==> config.mk <==
export PLATFORM = sky130hd
export DESIGN_NAME = vga_frame_fetch
export DESIGN_NICKNAME = d
export VERILOG_FILES = /design/src/rtl/vga_1bit_pkg.sv /design/src/rtl/vga_fetch_csr.sv /design/src/rtl/vga_frame_fetch.sv
export SDC_FILE = /design/constraint.sdc
export NUM_CORES = 1
export LEC_CHECK = 0
export CAP_MARGIN = 0
export CORE_MARGIN = 2
export CORE_UTILIZATION = 49
export DETAILED_ROUTE_END_ITERATION = 8
export PLACE_DENSITY = 0.77
export SETUP_SLACK_MARGIN = 0.2
export SYNTH_ARGS = -nofsm -noshare
export SYNTH_HDL_FRONTEND = slang
export SYNTH_HIERARCHICAL = 1
export SYNTH_SLANG_ARGS = --single-unit
==> constraint.sdc <==
create_clock -name clk -period 3.5 [get_ports clk]
set_clock_uncertainty 0.1 [all_clocks]
set_input_delay 0.525 -clock clk [delete_from_list [all_inputs] [get_ports clk]]
set_output_delay 0.525 -clock clk [all_outputs]
set_load 0.005 [all_outputs]
==> src/rtl/vga_1bit_pkg.sv <==
// Shared CSR map, register bit positions and fetch FSM encoding for the VGA frame fetch block.
package vga_1bit_pkg;

  localparam logic [2:0] CSR_CTRL   = 3'd0;
  localparam logic [2:0] CSR_STATUS = 3'd1;
  localparam logic [2:0] CSR_BASE   = 3'd2;
  localparam logic [2:0] CSR_LENGTH = 3'd3;
  localparam logic [2:0] CSR_FRAMES = 3'd4;

  localparam int CTRL_ENABLE_BIT = 0;
  localparam int CTRL_IRQ_EN_BIT = 1;
  localparam int STATUS_BUSY_BIT = 0;
  localparam int STATUS_EOF_BIT  = 1;

  localparam logic [1:0] ST_IDLE       = 2'd0;
  localparam logic [1:0] ST_WAIT_SPACE = 2'd1;
  localparam logic [1:0] ST_REQ        = 2'd2;
  localparam logic [1:0] ST_PUSH       = 2'd3;

endpackage

==> src/rtl/vga_fetch_csr.sv <==
// CSR register file for the frame fetch: combinational read mux, writes land on the next edge.
// Never stalls the slave; an end-of-frame event beats a same-cycle write-1-clear of eof_pend.
module vga_fetch_csr
  import vga_1bit_pkg::*;
(
  input  logic        clk,
  input  logic        reset,
  input  logic        chipselect,
  input  logic [2:0]  address,
  input  logic        read,
  input  logic        write,
  input  logic [31:0] writedata,
  output logic [31:0] readdata,
  output logic        irq,
  input  logic        busy,
  input  logic        eof_set,
  output logic        enable,
  output logic [31:0] base,
  output logic [23:0] length
);

  logic        irq_en;
  logic        eof_pend;
  logic [31:0] frames;
  logic        wr_sel;

  always_comb wr_sel = chipselect & write;

  always_ff @(posedge clk or posedge reset) begin
    if (reset) begin
      enable   <= 1'b0;
      irq_en   <= 1'b0;
      eof_pend <= 1'b0;
      base     <= '0;
      length   <= '0;
      frames   <= '0;
    end else begin
      if (wr_sel) begin
        case (address)
          CSR_CTRL: begin
            enable <= writedata[CTRL_ENABLE_BIT];
            irq_en <= writedata[CTRL_IRQ_EN_BIT];
          end
          CSR_BASE:   base   <= {writedata[31:1], 1'b0};
          CSR_LENGTH: length <= writedata[23:0];
          default: ;
        endcase
      end
      if (eof_set) begin
        eof_pend <= 1'b1;
        frames   <= frames + 32'd1;
      end else if (wr_sel && address == CSR_STATUS && writedata[STATUS_EOF_BIT]) begin
        eof_pend <= 1'b0;
      end
    end
  end

  always_comb begin
    readdata = '0;
    if (chipselect && read) begin
      case (address)
        CSR_CTRL: begin
          readdata[CTRL_ENABLE_BIT] = enable;
          readdata[CTRL_IRQ_EN_BIT] = irq_en;
        end
        CSR_STATUS: begin
          readdata[STATUS_BUSY_BIT] = busy;
          readdata[STATUS_EOF_BIT]  = eof_pend;
        end
        CSR_BASE:   readdata = base;
        CSR_LENGTH: readdata = {8'd0, length};
        CSR_FRAMES: readdata = frames;
        default:    readdata = '0;
      endcase
    end
  end

  always_comb irq = eof_pend & irq_en;

endmodule

==> src/rtl/vga_frame_fetch.sv <==
// Frame-buffer fetch DMA feeding the VGA pixel FIFO; one word per 3 clk minimum, one read outstanding.
// Stalls on avm waitrequest, on FIFO fill >= HIGH_WATER before a read, and on fifo_wrfull before a push.
module vga_frame_fetch
  import vga_1bit_pkg::*;
#(
  parameter int FIFO_AW    = 12,
  parameter int HIGH_WATER = 3840,
  parameter int ADDR_STEP  = 2
) (
  input  logic               clk,
  input  logic               reset,
  input  logic               avs_s1_chipselect,
  input  logic [2:0]         avs_s1_address,
  input  logic               avs_s1_read,
  input  logic               avs_s1_write,
  input  logic [31:0]        avs_s1_writedata,
  output logic [31:0]        avs_s1_readdata,
  output logic               avs_s1_waitrequest,
  output logic               avs_s1_irq,
  output logic [31:0]        avm_read_address,
  output logic               avm_read_read,
  input  logic [15:0]        avm_read_readdata,
  input  logic               avm_read_waitrequest,
  output logic               fifo_write_write,
  output logic [15:0]        fifo_write_writedata,
  input  logic [FIFO_AW-1:0] fifo_wrusedw,
  input  logic               fifo_wrfull
);

  localparam logic [31:0] HW_LIMIT = HIGH_WATER;
  localparam logic [31:0] STEP     = ADDR_STEP;

  logic [1:0]  state;
  logic [31:0] addr;
  logic [23:0] cnt;
  logic [15:0] data;
  logic        enable;
  logic [31:0] base;
  logic [23:0] length;
  logic        push;
  logic        last_word;
  logic        space_ok;

  vga_fetch_csr u_csr (
    .clk        (clk),
    .reset      (reset),
    .chipselect (avs_s1_chipselect),
    .address    (avs_s1_address),
    .read       (avs_s1_read),
    .write      (avs_s1_write),
    .writedata  (avs_s1_writedata),
    .readdata   (avs_s1_readdata),
    .irq        (avs_s1_irq),
    .busy       (state != ST_IDLE),
    .eof_set    (push && last_word),
    .enable     (enable),
    .base       (base),
    .length     (length)
  );

  // LENGTH is compared live, so shrinking it below cnt only ends the frame at the 24-bit wrap.
  always_comb begin
    push      = (state == ST_PUSH) && !fifo_wrfull;
    last_word = (cnt == length - 24'd1);
    space_ok  = 32'(fifo_wrusedw) < HW_LIMIT;
  end

  always_comb begin
    avs_s1_waitrequest   = 1'b0;
    avm_read_read        = (state == ST_REQ);
    avm_read_address     = addr;
    fifo_write_write     = push;
    fifo_write_writedata = data;
  end

  always_ff @(posedge clk or posedge reset) begin
    if (reset) begin
      state <= ST_IDLE;
      addr  <= '0;
      cnt   <= '0;
      data  <= '0;
    end else begin
      case (state)
        ST_IDLE: begin
          if (enable && length != 24'd0) begin
            addr  <= base;
            cnt   <= '0;
            state <= ST_WAIT_SPACE;
          end
        end
        ST_WAIT_SPACE: begin
          if (!enable)       state <= ST_IDLE;
          else if (space_ok) state <= ST_REQ;
        end
        // An issued read always completes, even if enable drops meanwhile.
        ST_REQ: begin
          if (!avm_read_waitrequest) begin
            data  <= avm_read_readdata;
            state <= ST_PUSH;
          end
        end
        ST_PUSH: begin
          if (!fifo_wrfull) begin
            if (last_word) begin
              addr <= base;
              cnt  <= '0;
            end else begin
              addr <= addr + STEP;
              cnt  <= cnt + 24'd1;
            end
            state <= enable ? ST_WAIT_SPACE : ST_IDLE;
          end
        end
        default: state <= ST_IDLE;
      endcase
    end
  end

endmodule

==> results of run 1 <==
-- where the power goes --
part	internal [uW]	switching (uW)	total [uW]
Sequential	2350	600	2950
Combinational	1710	1240	2960
Clock	1270	827	2100
Total	5330	2670	8000
-- cells in the mapped netlist (all sizes together), types with 8 or more instances --
cell / instances
xnor2: 35
a21oi: 54
and3: 10
buf: 29
and4: 12
o21ai: 12
nor4: 17
nor2: 103
nand3: 43
a22oi: 10
clkbuf: 25
nand2: 77
mux2: 91
inv: 30
nand4: 24
nor2b: 8
or2: 8
xor2: 37
mux2i: 35
dfrtp: 164
o22a: 22
nor3: 34
-- stage by stage --
stage	hold slack, ns	instances	utilization [%]	TNS, ns	setup WS [ns]
2_1_floorplan	0.339	962	-	-0.772	-0.134
3_3_place_gp	0.380	1350	62.0	-0.644	-0.0967
3_5_place_dp	0.379	1350	62.0	-1.51	-0.162
4_1_cts	0.398	1393	66.8	-0.167	-0.0703
5_1_grt	0.420	1405	69.0	-1.85	-0.159
6_report	0.401	1406	69.0	-0.419	-0.0958
-- layout make-up --
| type | count | share of cell area [%] |
|---|---|---|
| Clock buffer | 17 | 3.28 |
| Antenna cell | 1 | 0.0193 |
| Clock inverter | 15 | 1.75 |
| Inverter | 30 | 0.879 |
| Multi-Input combinational cell | 715 | 41.5 |
| Tap cell | 234 | 2.26 |
| Timing Repair Buffer | 230 | 18.6 |
| Sequential cell | 164 | 31.7 |
-- what timing repair did --
item | 4_1_cts | 5_1_grt
gates cloned | 4 | 3
endpoints found under the setup margin | 55 | 88
resized for setup | 28 | 58
pin swaps | 21 | 39
buffers inserted | 7 | 9
-- sequential cells by signal, indices dropped and copies added, names as in the netlist, named ones only --
register and count:
avm_read_address 32, u_csr/frames 32, u_csr/base 31, cnt 24, u_csr/length 24, fifo_write_writedata 16, state 1, u_csr/enable 1
u_csr/eof_pend 1, u_csr/irq_en 1
-- critical path, cell delays in order, from the launching register on --
cell	delay [ns]
dfrtp_1	0.38
or4_4	0.54
or3_4	0.36
or4_4	0.42
o41a_1	0.14
a211oi_2	0.24
and3_4	0.26
nand3_2	0.08
or4_4	0.60
nor3b_4	0.22
xor2_1	0.17
-- worst max-delay path by stage --
| stage | startpoint | to | slack [ns] | cells after the start |
|---|---|---|---|---|
| global route | u_csr/length[15] | u_csr/frames[27] | -0.16 | 10 |
| detailed placement | u_csr/length[2] | u_csr/frames[27] | -0.16 | 10 |
| finish | u_csr/length[15] | u_csr/frames[27] | -0.1 | 10 |
| floorplan | u_csr/length[15] | u_csr/frames[27] | -0.13 | 12 |
| global placement | u_csr/length[17] | u_csr/frames[27] | -0.1 | 10 |
| CTS | u_csr/length[17] | u_csr/frames[27] | -0.07 | 10 |
-- routing by layer --
metal,up-vias,share of wire [%]
met5,-,0
met4,0,2.3
met3,56,7.5
met2,352,48
met1,4163,42
li1,3841,-
-- kinds of logic (layout without fill, tap and decap cells) --
logic type / count (synthesis) / after routing / synth area share [%]
xor+xnor: 72 / 72 / 6.70
buf+inv: 84 / 292 / 3.87
mux: 126 / 126 / 14.9
other cells: 2 / 3 / 0.0798
flops: 164 / 164 / 43.6
simple gates: 370 / 371 / 20.2
fa+ha+maj: 4 / 4 / 0.532
compound gates: 140 / 140 / 10.1
==> flow_summary.ini, run 1 <==
[worst_setup_path]
r2r_start = u_csr/length[15]
crit_required_ns = 3.76
r2r_slack_ns = -0.1
critPathArrivalTime_ns = 3.86
reg2reg_to = u_csr/frames[27]
rr_worst_depth = 10
cp_max_fo = 5
critPathCaptureType = flip-flop
start_kind = flip-flop
critPathKind = flip-flop to flip-flop

[clock_network]
numCtsBuffers = 17
clockRootBuffer = clkbuf_16
htreeDepth = 4
clock_path_buffers = 2
cts_sinks = 164
clk_pin_slew_ns = 0.07
cts_tree = yes
clkLatencyLatePin_ns = 0.44
ctsHoldBuffers = 0

[finish]
multi_input_area_um2 = 5380
most-common-layout-cells = dfrtp_1, clkdlybuf4s50_1, nor2_1
drive_gt1_share_pct = 24.9
area.growth.synth_to_final_pct = 37.6
final_nets = 1232
stdcell_area_um2 = 13000
mostFrequentLayoutCell = dfrtp_1
fillers = 1355
regArea_um2 = 4110

[floorplan]
die_h_um = 143
fp-row-count = 50
start_util_pct = 50.2
core-area_um2 = 18800
die_w_um = 143
die-area_um2 = 20300
ioPinCount = 154

[sta]
setup_viol = 11
slew_viol_final = 0
min_period_ns = 3.60
final.setup.worst_slack_ns = -0.0958
slew_headroom_pct = 44.2
fmax_mhz = 278
finalHoldViolations = 0
tightestPinTransition_ns = 0.834
finalCritPeriodShare_pct = 103
rsz0062_at_grt = yes

[detailed_routing]
wl_per_cell_um = 20.2
vias = 8412
first_pass_iters = 5
viasPerCell = 5.98
postRouteAntennaNets = 0
drt_iter0_markers = 755
drc = 0
wirelength_mm = 28.4

[pwr]
p_leak_uw = 0.00557
p_per_area_nw_per_um2 = 618
vdd_ir_drop_max_v = 0.000387
fin_total_pwr_uw = 8000

[logic_synthesis]
syn-cell-area_um2 = 9410
synth_ff_type = dfrtp_1
synth_warnings = 6
async_reset_ff_share_pct = 100
syn_inst = 962
syn_area_per_cell_um2 = 9.78
yosys-top-cells-area = dfrtp_1, mux2_2, nor2_1, mux2i_1, xor2_1
synth_edf_count = 0
synth_nets = 1036
seq_area_frac_synth_pct = 43.6
ys_types = 73
synth_top_area_share_pct = 43.6
ys_ff_latch = 164
yosys.area.top_type = dfrtp_1

[outcome]
violations = setup timing
status = finished, violations left

[global_route]
track_usage_pct = 27.7
grt_pass1_vias = 8291
antenna_found_initial = 2
grt_max_degree = 75
grt_pass1_wl_mm = 43.7
gr-usage-met3_pct = 6.36
top_usage_layer = met2
grt.met2_usage_pct = 44.0
met1_usage_pct = 37.7
globalRouteOverflowTotal = 0

[placed_design]
dp_hpwl_mm = 19.6
place.gp.congestion = 0.919
numPortBuffers = 144
placed_cell_area_um2 = 11600

[flow_run]
cap_violations = 0

[hold_path]
holdPathStages = 1
hold_end = u_csr/frames[12]
min-delay-start = u_csr/frames[12]
hp-class = flip-flop to flip-flop
Note: power is estimated with default switching activity, not from simulation.
==> inputs of run 2 (changes only) <==
--- a/config.mk
+++ b/config.mk
@@ -8,6 +8,7 @@
 export CAP_MARGIN = 0
 export CORE_MARGIN = 2
 export CORE_UTILIZATION = 49
+export CTS_CLUSTER_SIZE = 10
 export DETAILED_ROUTE_END_ITERATION = 8
 export PLACE_DENSITY = 0.77
 export SETUP_SLACK_MARGIN = 0.2
==> results of run 2 <==
The final DEF is identical to that of run 1; final timing and power are the same.
